==> config.mk <==
export PLATFORM = sky130hd
export DESIGN_NAME = fir_host_bridge_flat
export DESIGN_NICKNAME = d
export VERILOG_FILES = /design/src/rtl/fir_host_bridge_if.sv /design/src/rtl/fir_host_bridge.sv /design/src/flat_wrapper.sv
export SDC_FILE = /design/constraint.sdc
export NUM_CORES = 1
export LEC_CHECK = 0
export CAP_MARGIN = 20
export CORE_MARGIN = 3
export CORE_UTILIZATION = 50
export DETAILED_ROUTE_END_ITERATION = 7
export HOLD_SLACK_MARGIN = 0.03
export PLACE_DENSITY = 0.75
export SLEW_MARGIN = 15
export SYNTH_ARGS = -nofsm -noshare
export SYNTH_HDL_FRONTEND = slang
export SYNTH_SLANG_ARGS = --single-unit
==> constraint.sdc <==
create_clock -name clock -period 3.45 [get_ports clock]
set_input_delay 0.69 -clock clock [delete_from_list [all_inputs] [get_ports clock]]
set_output_delay 0.69 -clock clock [all_outputs]
set_load 0.01 [all_outputs]
==> src/rtl/fir_host_bridge_if.sv <==
// Bus bundle between the UART byte stream, the FIR filter and fir_host_bridge.
// master = bridge side, slave = UART/filter side.
interface fir_host_bridge_if #(
  parameter int input_width  = 16,
  parameter int output_width = 38,
  parameter int coeff_size   = 64
);
  localparam int AW = (coeff_size > 1) ? $clog2(coeff_size) : 1;

  logic [7:0]                     rx_data;
  logic                           rx_valid;
  logic [7:0]                     tx_data;
  logic                           tx_valid;
  logic                           tx_ready;
  logic [AW-1:0]                  coeff_addr;
  logic signed [input_width-1:0]  coeff;
  logic signed [input_width-1:0]  FIR_Input;
  logic                           Input_Valid;
  logic                           Output_Valid;
  logic signed [output_width-1:0] FIR_Output;

  modport master (
    input  rx_data, rx_valid, tx_ready, coeff_addr, Output_Valid, FIR_Output,
    output tx_data, tx_valid, coeff, FIR_Input, Input_Valid
  );

  modport slave (
    output rx_data, rx_valid, tx_ready, coeff_addr, Output_Valid, FIR_Output,
    input  tx_data, tx_valid, coeff, FIR_Input, Input_Valid
  );
endinterface

==> src/rtl/fir_host_bridge.sv <==
// UART byte protocol bridge to a FIR filter: coefficient loads, sample fire, 5-byte result.
// Define FIR_BRIDGE_ACK_EN to send a 0xA5 byte after a complete coefficient load.
module fir_host_bridge #(
  parameter int input_width  = 16,
  parameter int output_width = 38,
  parameter int coeff_size   = 64
) (
  input  logic clock,
  input  logic reset,
  output logic busy,
  fir_host_bridge_if.master bus
);
  localparam int AW = (coeff_size > 1) ? $clog2(coeff_size) : 1;

  typedef enum logic [3:0] {
    IDLE, COEF_LO, COEF_HI, SAMP_LO, SAMP_HI, FIRE, WAIT, SEND, ACK
  } state_t;

  state_t                 state_q, state_d;
  logic [AW-1:0]          idx_q, idx_d;
  logic [7:0]             lo_q, lo_d;
  logic [input_width-1:0] fin_q, fin_d;
  logic [39:0]            res_q, res_d;
  logic [2:0]             bidx_q, bidx_d;
  logic                   we;
  logic [input_width-1:0] wdata;
  logic [7:0]             tx_data;
  logic                   tx_valid, in_valid;

  // Coefficient storage is deliberately not reset so a reload survives a reset.
  logic [input_width-1:0] mem_q [coeff_size];

  assign wdata = input_width'({bus.rx_data, lo_q});

  always_ff @(posedge clock) begin
    if (reset && we) mem_q[idx_q] <= wdata;
  end

  always_ff @(posedge clock) begin
    if (!reset) begin
      state_q <= IDLE;
      idx_q   <= '0;
      lo_q    <= '0;
      fin_q   <= '0;
      res_q   <= '0;
      bidx_q  <= '0;
    end else begin
      state_q <= state_d;
      idx_q   <= idx_d;
      lo_q    <= lo_d;
      fin_q   <= fin_d;
      res_q   <= res_d;
      bidx_q  <= bidx_d;
    end
  end

  always_comb begin
    state_d  = state_q;
    idx_d    = idx_q;
    lo_d     = lo_q;
    fin_d    = fin_q;
    res_d    = res_q;
    bidx_d   = bidx_q;
    we       = 1'b0;
    tx_valid = 1'b0;
    tx_data  = 8'h00;
    in_valid = 1'b0;
    case (state_q)
      IDLE: if (bus.rx_valid) begin
        if (bus.rx_data == 8'hC0) begin
          state_d = COEF_LO;
          idx_d   = '0;
        end else if (bus.rx_data == 8'hD0) begin
          state_d = SAMP_LO;
        end
      end
      COEF_LO: if (bus.rx_valid) begin
        lo_d    = bus.rx_data;
        state_d = COEF_HI;
      end
      COEF_HI: if (bus.rx_valid) begin
        we = 1'b1;
        if (idx_q == AW'(coeff_size - 1)) begin
          state_d = ACK;
        end else begin
          idx_d   = idx_q + AW'(1);
          state_d = COEF_LO;
        end
      end
      SAMP_LO: if (bus.rx_valid) begin
        lo_d    = bus.rx_data;
        state_d = SAMP_HI;
      end
      SAMP_HI: if (bus.rx_valid) begin
        fin_d   = wdata;
        state_d = FIRE;
      end
      FIRE: begin
        in_valid = 1'b1;
        state_d  = WAIT;
      end
      WAIT: if (bus.Output_Valid) begin
        res_d   = 40'($signed(bus.FIR_Output));
        bidx_d  = '0;
        state_d = SEND;
      end
      SEND: begin
        tx_valid = 1'b1;
        tx_data  = res_q[{bidx_q, 3'b000} +: 8];
        if (bus.tx_ready) begin
          if (bidx_q == 3'd4) state_d = IDLE;
          else                bidx_d  = bidx_q + 3'd1;
        end
      end
      ACK: begin
`ifdef FIR_BRIDGE_ACK_EN
        tx_valid = 1'b1;
        tx_data  = 8'hA5;
        if (bus.tx_ready) state_d = IDLE;
`else
        state_d = IDLE;
`endif
      end
      default: state_d = IDLE;
    endcase
  end

  assign bus.tx_data     = tx_data;
  assign bus.tx_valid    = tx_valid;
  assign bus.Input_Valid = in_valid;
  assign bus.FIR_Input   = fin_q;
  assign bus.coeff       = mem_q[bus.coeff_addr];
  assign busy            = (state_q != IDLE);
endmodule

==> src/flat_wrapper.sv <==
// flat-port wrapper written by rule: the top's interface ports become plain ports
module fir_host_bridge_flat 
#(
  parameter int input_width  = 16,
  parameter int output_width = 38,
  parameter int coeff_size   = 64
)
  (clock, reset, busy, bus_rx_data, bus_rx_valid, bus_tx_ready, bus_coeff_addr, bus_Output_Valid, bus_FIR_Output, bus_tx_data, bus_tx_valid, bus_coeff, bus_FIR_Input, bus_Input_Valid);
  fir_host_bridge_if #(.input_width(input_width), .output_width(output_width), .coeff_size(coeff_size)) bus_i ();
  input  logic clock;
  input  logic reset;
  output logic busy;
  input wire logic [$bits(bus_i.rx_data)-1:0] bus_rx_data;
  input wire logic [$bits(bus_i.rx_valid)-1:0] bus_rx_valid;
  input wire logic [$bits(bus_i.tx_ready)-1:0] bus_tx_ready;
  input wire logic [$bits(bus_i.coeff_addr)-1:0] bus_coeff_addr;
  input wire logic [$bits(bus_i.Output_Valid)-1:0] bus_Output_Valid;
  input wire logic [$bits(bus_i.FIR_Output)-1:0] bus_FIR_Output;
  output wire logic [$bits(bus_i.tx_data)-1:0] bus_tx_data;
  output wire logic [$bits(bus_i.tx_valid)-1:0] bus_tx_valid;
  output wire logic [$bits(bus_i.coeff)-1:0] bus_coeff;
  output wire logic [$bits(bus_i.FIR_Input)-1:0] bus_FIR_Input;
  output wire logic [$bits(bus_i.Input_Valid)-1:0] bus_Input_Valid;
  assign bus_i.rx_data = bus_rx_data;
  assign bus_i.rx_valid = bus_rx_valid;
  assign bus_i.tx_ready = bus_tx_ready;
  assign bus_i.coeff_addr = bus_coeff_addr;
  assign bus_i.Output_Valid = bus_Output_Valid;
  assign bus_i.FIR_Output = bus_FIR_Output;
  assign bus_tx_data = bus_i.tx_data;
  assign bus_tx_valid = bus_i.tx_valid;
  assign bus_coeff = bus_i.coeff;
  assign bus_FIR_Input = bus_i.FIR_Input;
  assign bus_Input_Valid = bus_i.Input_Valid;
  fir_host_bridge #(.input_width(input_width), .output_width(output_width), .coeff_size(coeff_size)) u_core (.clock(clock), .reset(reset), .busy(busy), .bus(bus_i));
endmodule
Yosys cells after proc, flatten, opt, wreduce, memory -nomap -nowiden
Memories as Yosys holds them, arrays and structs flattened. Index checks and enable logic that the tools add are counted.

Muxes and demuxes: 28. Reduce and logical (&&, ||, !) cells: 12. Equal/unequal tests: 23. Add/subtract/negate cells: 2. Shift-type cells: 1.

Operators with widths (count): two-way mux 4 bit (11); indexed part select 40 x 7 -> 8 bit (1); one-hot mux 4 bit (8 select lines) (1); two-way mux 6 bit (4); != test 2 bit, second input constant (9); == test 4 x 3 -> 1 bit, second input constant (4); == test 8 bit, second input constant (2); one-hot mux 6 bit (2 select lines) (1); two-way mux 3 bit (3); AND reduction 9 bit (1); == test 4 x 2 -> 1 bit, second input constant (2); two-way mux 8 bit (1); adder 6 x 1 -> 6 bit, second input constant (1); == test 6 bit, second input constant (1); two-way mux 1 bit (6); one-hot mux 3 bit (2 select lines) (1); AND reduction 2 bit (3); AND reduction 5 bit (1); == test 4 x 1 -> 1 bit, second input constant (1); zero test 4 bit (1); != test 2 x 1 -> 1 bit, second input constant (2); AND reduction 4 bit (1); nonzero test 2 bit (2); nonzero test 4 bit (1); 5 further kinds (5).

Bits in registers: 75. Bits in writable memories: 1024. Memories kept: 1. Output and inout bits: 43.

Memory list: u_core.mem_q (words 64, bits a word 16, read ports 1, clocked after Yosys merged registers in 0, wr ports 1, RTL line fir_host_bridge.sv:31) `logic [input_width-1:0] mem_q [coeff_size];`.

Longest topological paths before layout
Gate-level depths: netlist of the first run.

Word-level depth: 5. Mapped depth: 9.

Worst setup path before layout of the first run
No wires, ideal clock.

Kind: input to output. Start: in bus_coeff_addr[1]. End: out bus_coeff[14]. Arrival: 2.387 ns. Stages on the path: 7. Path slack: 0.373 ns. Path buffers: 3. Cell sequence: buf_2 -> buf_4 -> buf_2 -> mux4_2 -> mux2_2 -> o211ai_1 -> o21ai_0.

Cells in the longest elaborated chain, start to end: 1.

Ends and longest elaborated chain: start, declared (RTL line flat_wrapper.sv:16) `input wire logic [$bits(bus_i.coeff_addr)-1:0] bus_coeff_addr;`; memory read (64 x 16 bit); end, declared (RTL line flat_wrapper.sv:21) `output wire logic [$bits(bus_i.coeff)-1:0] bus_coeff;`.

Every way passes these cells.

Final worst setup path of the first run
Ends and elaborated chain as after synthesis.

==> impl_metrics.json, run 1 <==
{
  "run_status": "finished clean",
  "instances_no_fill": 3727,
  "synth_nets": 2161,
  "cp-start-kind": "input port",
  "whs_ps": 463,
  "synthDistinctLibCells": 58,
  "r2r-start": "u_core.state_q[3]",
  "startpoint": "bus_coeff_addr[1]",
  "cts.sinks": 1099,
  "vias_per_cell": 6.34,
  "final_cell_mix": "edfxtp_1 (1024), mux4_2 (271), buf_4 (258)",
  "syn_area_um2": 42700,
  "htreeDepth": 3,
  "grt_pass1_vias": 24000,
  "cts_hold_repair.buffers": 0,
  "power_density_nw_per_um2": 538,
  "crit_chain": "bufbuf_16 > buf_12 > buf_4 > mux4_2 > mux2_2 > o211ai_1 > o21ai_1 > clkdlybuf4s15_2",
  "hold_violations": 0,
  "path_class": "input port to output pin",
  "hp-class": "flip-flop to flip-flop",
  "area_growth_pct": 21.1,
  "worstPathArrival_ps": 2760,
  "required_ps": 2760,
  "clockBufferDepth": 3,
  "pin_count": 100,
  "avgSynthCellArea_um2": 20.3,
  "total_power_mw": 27.8,
  "num_antenna_cells": 0,
  "ys_ff_latch": 1099,
  "wl_per_cell_um": 30.7,
  "period_share_pct": 99.9,
  "rows": 106,
  "nFillCells": 5594,
  "cts-buffers-inserted": 106,
  "slowest_delay_ps": 500,
  "first_iter_violations": 3146,
  "die_area_um2": 88900,
  "die_h_um": 298,
  "die_w_um": 298,
  "multi_input_area_um2": 10300,
  "layout_commonest_cell": "edfxtp_1",
  "numPortBuffers": 99,
  "hp-start": "u_core.res_q[0]",
  "final.setup_skew_ps": 32.8,
  "initial_core_util_pct": 50.8,
  "rsz0062_at_grt": "true",
  "clock_latency_ps": 690,
  "synth-edff-count": 1024,
  "cp_slowest_cell": "mux4_2",
  "drtPass1Iterations": 5,
  "finalSetupViolCount": 0,
  "synth_ff_type": "edfxtp_1",
  "cp-end-kind": "output pin",
  "drv_cap": 0,
  "grt_usage_pct": 25.6,
  "syn_inst": 2101,
  "fmax_ghz": 0.290,
  "dpl.cell_count": 3491,
  "seqCellArea_um2": 32300,
  "cts_root_buf": "clkbuf_16",
  "grt_max_degree": 67,
  "antenna_found_initial": 1,
  "cts_tree": "done",
  "irDropWorstVdd_mv": 0.416,
  "slew-limit-headroom_pct": 33.1,
  "coreArea_um2": 84100,
  "finalNetCount": 2570,
  "dp_slack_ps": -639,
  "ant_nets": 0,
  "grt_overflow": 0,
  "period_needed_ps": 3450,
  "setup_ws_ps": 3.34,
  "yosysTopAreaCell": "edfxtp_1",
  "drc": 0,
  "hpwl_um": 66000,
  "wl_um": 115000,
  "drive_gt1_share_pct": 34.3,
  "cellLeakagePower_nw": 16.7,
  "synth_top_area_share_pct": 72.0,
  "crit_fanout": 8,
  "ys.warnings.count": 0,
  "synth.area.top_cells": "edfxtp_1 (72%), mux4_2 (14%), dfxtp_1 (3.5%), mux2i_1 (1.7%), nor2_1 (1.0%)",
  "async_reset_ff_share_pct": 0,
  "maxSlewViolCount": 0,
  "routabilityCongestion": 0.876,
  "grt_first_pass_wirelength_um": 166000,
  "yosysSeqAreaShare_pct": 75.5,
  "worstMarginPinSlew_ps": 1000,
  "cts.clk_slew.worst_paths_ps": 60,
  "vias": 23600
}
## sequential cells by signal, summed over array words and instances, names as in the netlist
name / count
u_core.res_q: 38
u_core.mem_q: 1024
u_core.bus.FIR_Input: 16
u_core.state_q: 4
u_core.lo_q: 8
u_core.bidx_q: 3
u_core.idx_q: 6
## worst max-delay path: cells and delay by family
kind | cells | cell delay [ps]
buffers and inverters | 4 | 790
muxes | 2 | 810
AOI/OAI and AO/OA | 2 | 460
## routing by layer
metal / up-vias / GRT usage [%] / part of all wire [%]
li1: 9460 / - / -
met1: 12300 / 35.0 / 36
met2: 1661 / 40.8 / 49
met3: 261 / 6.42 / 11
met4: 0 / 8.55 / 3.7
met5: - / 0 / 0
## layout make-up
class                      instances  area share (%)
clock inverter                    52            1.08
timing repair buffer             425            8.28
clock buffer                     139            5.51
sequential                      1099            62.4
multi-input combinational        867            19.9
tap                             1134            2.74
inverter                          11          0.0799
## cell usage after synthesis (2+ instances only)
cell type,number
a211oi_1,16
a21boi_0,38
a21oi_1,44
a221oi_1,4
a22o_1,3
a31oi_1,2
buf_1,10
buf_2,47
buf_4,15
clkbuf_1,51
dfxtp_1,75
edfxtp_1,1024
ha_1,3
inv_1,9
inv_2,2
mux2_2,16
mux2i_1,73
mux4_2,271
nand2_1,98
nand2b_1,10
nand3_1,20
nand3b_1,10
nand4_1,2
nor2_1,119
nor2b_1,8
nor3_1,4
nor3b_1,2
nor4_1,2
nor4b_1,4
o211ai_1,6
o21a_1,3
o21ai_0,30
o221ai_1,11
o22ai_1,19
o311ai_0,2
o31ai_1,14
o41ai_1,2
or2_2,4
or3_1,3
or3b_2,4
or4_1,3
xnor2_1,2
## where the power goes
part           switching [mW]  internal, mW  total, mW
combinational           0.915         0.812       1.73
sequential             0.0694          14.6       14.6
clock                    4.97          6.49       11.5
## what timing repair did
item                       in CTS  in global routing
resized for setup             151                 52
cloned                         11                  1
setup endpoints to repair      24                 15
pin swaps                      16                 17
buffers inserted               22                  9
## stage by stage
stage / instance area [µm²] / TNS [ps] / util, %
floorplan: 42700 / 0 / -
global placement: 47000 / -6440 / 55.9
detailed placement: 47000 / -6690 / 55.9
CTS: 51400 / -66.8 / 61.1
global route: 51700 / -94.8 / 61.5
finish: 51700 / 0 / 61.5
## kinds of logic after synthesis
| kind of cell | after synthesis | share of synthesized area (%) |
|---|---|---|
| adder cells (fa/ha/maj) | 3 | 0.0879 |
| XOR/XNOR | 3 | 0.0616 |
| multiplexers | 360 | 16.4 |
| buffers and inverters | 135 | 1.47 |
| flip-flops | 1099 | 75.5 |
| AND/OR/NAND/NOR | 301 | 3.31 |
| AO/OA/AOI/OAI | 200 | 3.10 |
## final timing paths
| kind | end | slack (ps) | cells past startpoint |
|---|---|---|---|
| min | u_core.res_q[0] | 460 | 2 |
| min reg2reg | u_core.res_q[0] | 460 | 2 |
| max | bus_coeff[14] | 3 | 8 |
| max reg2reg | u_core.mem_q[58][15] | 830 | 7 |
Note: power is estimated with default switching activity, not from simulation.
==> run 2: changes to the inputs <==
- CORE_MARGIN: 3 -> 4
==> impl_metrics.json, run 2 (synthesized netlist as in run 1, its figures left out) <==
{
  "routabilityCongestion": 0.877,
  "final.setup_skew_ps": 30.8,
  "area_growth_pct": 20.6,
  "coreArea_um2": 84100,
  "drtPass1Iterations": 5,
  "regMostFlops": "u_core.mem_q",
  "drc": 0,
  "final_cell_mix": "edfxtp_1 (1024), mux4_2 (271), buf_4 (260)",
  "crit_fanout": 8,
  "hpwl_um": 66500,
  "setup_ws_ps": -70.4,
  "initial_core_util_pct": 50.8,
  "first_iter_violations": 3184,
  "rsz0062_at_grt": "true",
  "wl_um": 111000,
  "finalSetupViolCount": 3,
  "cts_tree": "done",
  "grtUsageMet2_pct": 39.4,
  "cts_root_buf": "clkbuf_16",
  "hp-class": "flip-flop to flip-flop",
  "rows": 106,
  "wl_per_cell_um": 29.8,
  "cellLeakagePower_nw": 16.6,
  "cts-buffers-inserted": 105,
  "finalNetCount": 2563,
  "layout_commonest_cell": "edfxtp_1",
  "clockBufferDepth": 3,
  "pin_count": 100,
  "grt_overflow": 0,
  "period_needed_ps": 3520,
  "cts.sinks": 1099,
  "ant_nets": 0,
  "reg2reg_slack_ps": 420,
  "grt_use_met3_pct": 5.31,
  "htreeDepth": 3,
  "clock_latency_ps": 680,
  "worstPathArrival_ps": 2830,
  "irDropWorstVdd_mv": 0.490,
  "slowest_delay_ps": 510,
  "vias": 23300,
  "crit_chain": "buf_16 > buf_12 > buf_16 > buf_12 > mux4_2 > mux2i_1 > a21oi_1 > o21ai_2 > buf_4 > o31ai_1 > buf_2",
  "dp_slack_ps": -778,
  "violations": "negative setup slack",
  "antenna_found_initial": 1,
  "power_density_nw_per_um2": 543,
  "num_antenna_cells": 0,
  "top_usage_layer": "met2",
  "run_status": "finished with violations",
  "period_share_pct": 102,
  "hold_depth": 2,
  "whs_ps": 462,
  "grt_max_degree": 69,
  "slew-limit-headroom_pct": 35.6,
  "drive_gt1_share_pct": 34.1,
  "hold_violations": 0,
  "required_ps": 2760,
  "cp_slowest_cell": "mux4_2",
  "cp-end-kind": "output pin",
  "vias_per_cell": 6.26,
  "maxSlewViolCount": 0,
  "worstMarginPinSlew_ps": 964,
  "cts.clk_slew.worst_paths_ps": 60,
  "grt_first_pass_wirelength_um": 162000,
  "fmax_ghz": 0.284,
  "die_h_um": 300,
  "die_w_um": 300,
  "grt_pass1_vias": 23500,
  "die_area_um2": 90100,
  "use_met1_pct": 34.5,
  "largest_reg_flops": 1024,
  "grt_usage_pct": 24.7,
  "numPortBuffers": 99,
  "cp-start-kind": "input port",
  "drv_cap": 0,
  "path_class": "input port to output pin",
  "r2r_cells": 6
}
[run 2: worst max-delay path, delay by kind of cell]
kind | cells | cell delay, ps
compound gates | 3 | 570
buf+inv | 6 | 810
mux | 2 | 730
[run 2: area by class of cell]
class,count,area (µm²)
well taps,1134,1420
flip-flops and latches,1099,32300
fillers,5610,32600
clock buffers,124,2820
inverters,11,41.3
multi-input cells,867,10200
repair buffers,419,4070
clock inverters,71,707
[run 2: per-stage QoR]
stage / area [µm²] / TNS, ps / instances / power [mW] / utilization [%]
after detailed placement: 47100 / -7310 / 3496 / 16.4 / 56.0
after floorplan: 42700 / 0 / 2101 / 15.6 / -
after global placement: 47100 / -6970 / 3496 / 16.4 / 56.0
after CTS: 51300 / -195 / 3722 / 28.0 / 61.1
after global routing: 51500 / -257 / 3725 / 28.8 / 61.2
final: 51500 / -90.9 / 3725 / 28.0 / 61.2
[run 2: layer usage]
layer  vias to the layer above  wire length [µm]  part of all wire [%]
met5                         -                13                 0.012
met4                         2              3800                   3.4
li1                       9456                 -                     -
met3                       213             11800                    11
met2                      1529             53800                    48
met1                     12100             41600                    37
[run 2: path summary, 6_finish.rpt]
check                         start            endpoint
hold / removal      u_core.res_q[0]     u_core.res_q[0]
setup reg to reg  u_core.state_q[3]  u_core.mem_q[0][1]
setup / recovery  bus_coeff_addr[1]        bus_coeff[9]
hold reg to reg     u_core.res_q[0]     u_core.res_q[0]
[run 2: what timing repair did]
| action | CTS | global route |
|---|---|---|
| hold buffers | 0 | 0 |
| endpoints found under the setup margin | 21 | 19 |
| buffers inserted | 25 | 6 |
| pin swaps | 14 | 11 |
| gates resized for setup | 148 | 37 |
| cloned | 6 | 0 |
[run 2: where the power goes]
part / internal, mW / leakage, nW / switching (mW)
Combinational: 0.781 / 5.21 / 0.882
Clock: 6.75 / 1.73 / 4.93
Sequential: 14.6 / 9.69 / 0.0827
==> run 3: changes to the inputs <==
- CORE_ASPECT_RATIO: unset -> 0.8
==> impl_metrics.json, run 3 (synthesized netlist as in run 1, its figures left out) <==
{
  "run_status": "finished clean",
  "fmax_ghz": 0.291,
  "period_share_pct": 99.8,
  "final_cell_mix": "edfxtp_1 (1024), mux4_2 (271), buf_4 (249)",
  "drc": 0,
  "ant_nets": 0,
  "slew-limit-headroom_pct": 31.0,
  "layout_commonest_cell": "edfxtp_1",
  "p_int_mw": 21.4,
  "r2r-end": "u_core.mem_q[46][9]",
  "required_ps": 2760,
  "hp-class": "flip-flop to flip-flop",
  "hold_depth": 2,
  "swShare_pct": 21.0,
  "hpwl_um": 64700,
  "drv_cap": 0,
  "die_area_um2": 90200,
  "instances_no_fill": 3683,
  "grt_usage_pct": 23.6,
  "hp-start": "u_core.res_q[22]",
  "cts_root_buf": "clkbuf_16",
  "area_growth_pct": 19.3,
  "final.setup_skew_ps": 27.6,
  "wl_um": 107000,
  "regMostFlops": "u_core.mem_q",
  "cts.clk_slew.worst_paths_ps": 60,
  "power_density_nw_per_um2": 533,
  "cellLeakagePower_nw": 16.4,
  "die_w_um": 335,
  "rows": 95,
  "worstPathArrival_ps": 2750,
  "crit_fanout": 12,
  "first_iter_violations": 3096,
  "cts_tree": "done",
  "initial_core_util_pct": 50.7,
  "grt_first_pass_wirelength_um": 157000,
  "slowest_delay_ps": 430,
  "pin_count": 100,
  "finalSetupViolCount": 0,
  "grt_overflow": 0,
  "crit_chain": "buf_4 > buf_4 > nand3b_1 > buf_4 > o221ai_1 > o41ai_2 > buf_4 > dlygate4sd2_1",
  "maxSlewViolCount": 0,
  "reg2reg_slack_ps": 590,
  "routabilityCongestion": 0.893,
  "r2r_cells": 7,
  "clock_latency_ps": 670,
  "dpl.cell_count": 3460,
  "die_h_um": 269,
  "hold_violations": 0,
  "wl_per_cell_um": 29.1,
  "worstMarginPinSlew_ps": 1040,
  "cp-end-kind": "output pin",
  "clockBufferDepth": 3,
  "p_seq_share_pct": 53.9,
  "largest_reg_flops": 1024,
  "total_power_mw": 27.1,
  "holdPathEnd": "u_core.res_q[22]",
  "path_class": "input port to output pin",
  "finalNetCount": 2545,
  "cts.sinks": 1099,
  "coreArea_um2": 84300,
  "num_antenna_cells": 0,
  "numPortBuffers": 99,
  "drive_gt1_share_pct": 33.0,
  "vias": 23000,
  "grt_max_degree": 67,
  "power.switching_mw": 5.70,
  "fin_util_pct": 60.4,
  "antenna_found_initial": 0,
  "cp-start-kind": "input port",
  "p_clk_share_pct": 40.2,
  "rsz0062_at_grt": "true",
  "htreeDepth": 3,
  "drtPass1Iterations": 5,
  "crit_buf_inv": 5,
  "cts_hold_repair.buffers": 0,
  "crit_path_frequent_cell": "buf_4",
  "cp_slowest_cell": "o41ai_2",
  "grt_pass1_vias": 23100,
  "tns_ps": 0,
  "period_needed_ps": 3440,
  "vias_per_cell": 6.23,
  "path_delay_family": "buffers and inverters",
  "r2r-start": "u_core.state_q[3]",
  "p_comb_share_pct": 5.9,
  "whs_ps": 462,
  "irDropWorstVdd_mv": 0.456,
  "cts-buffers-inserted": 102
}
[run 3: changes by cell type in the layout (fill, tap and decap cells not counted), moves of 5 or more]
cell / before / now
a21oi_1: 37 / 42
buf_4: 260 / 249
bufinv_16: 12 / 6
buf_8: 1 / 6
o21ai_1: 5 / 14
o21ai_2: 9 / 3
clkbuf_1: 13 / 20
[run 3: final cells by class]
cell class / instances / area, µm²
tap: 1115 / 1400
fill: 5605 / 33400
clock inverter: 58 / 455
multi-input combinational: 867 / 10100
timing repair buffer: 404 / 3880
clock buffer: 129 / 2770
sequential: 1099 / 32300
inverter: 11 / 41.3
[run 3: worst max-delay path by stage]
stage	start	endpoint	slack [ps]	depth (start not counted)
detailed placement	bus_coeff_addr[1]	bus_coeff[14]	-440	10
global route	bus_coeff_addr[1]	bus_coeff[3]	-60	11
floorplan	bus_coeff_addr[1]	bus_coeff[14]	370	7
finish	bus_coeff_addr[4]	bus_coeff[3]	8	8
global placement	bus_coeff_addr[0]	bus_coeff[14]	-450	9
CTS	bus_coeff_addr[0]	bus_coeff[11]	-60	8
[run 3: per-stage QoR]
step / worst slack (ps) / instance area (µm²)
floorplan: 373 / 42700
global placement: -455 / 47000
detailed placement: -443 / 47000
CTS: -56.6 / 50600
global route: -61.2 / 50900
finish: 8.02 / 50900
[run 3: layer usage]
layer	up-vias	routed length (µm)	track usage, %
met3	174	12400	6.40
met4	0	2690	6.64
li1	9405	-	-
met2	1435	50700	36.2
met5	-	0	0
met1	11900	41200	33.8
[run 3: worst reg2reg max path, delay by kind of cell (launching register included)]
kind / cells / cell delay (ps)
and+or+nand+nor: 5 / 1400
buffers and inverters: 2 / 630
DFF: 1 / 460
[run 3: repair_timing]
item / 4_1_cts / 5_1_grt
setup endpoints to repair: 24 / 21
gates cloned: 2 / 0
gates resized for setup: 117 / 46
buffers inserted: 19 / 14
pin swaps: 11 / 12
[run 3: power groups by stage]
| stage | sequential (mW) | clock (mW) | combinational, mW |
|---|---|---|---|
| global route | 14.6 | 11.6 | 1.68 |
| global placement | 14.9 | 0 | 1.44 |
| detailed placement | 14.9 | 0 | 1.47 |
| CTS | 14.6 | 11.0 | 1.54 |
| finish | 14.6 | 10.9 | 1.60 |
| floorplan | 14.9 | 0 | 0.717 |
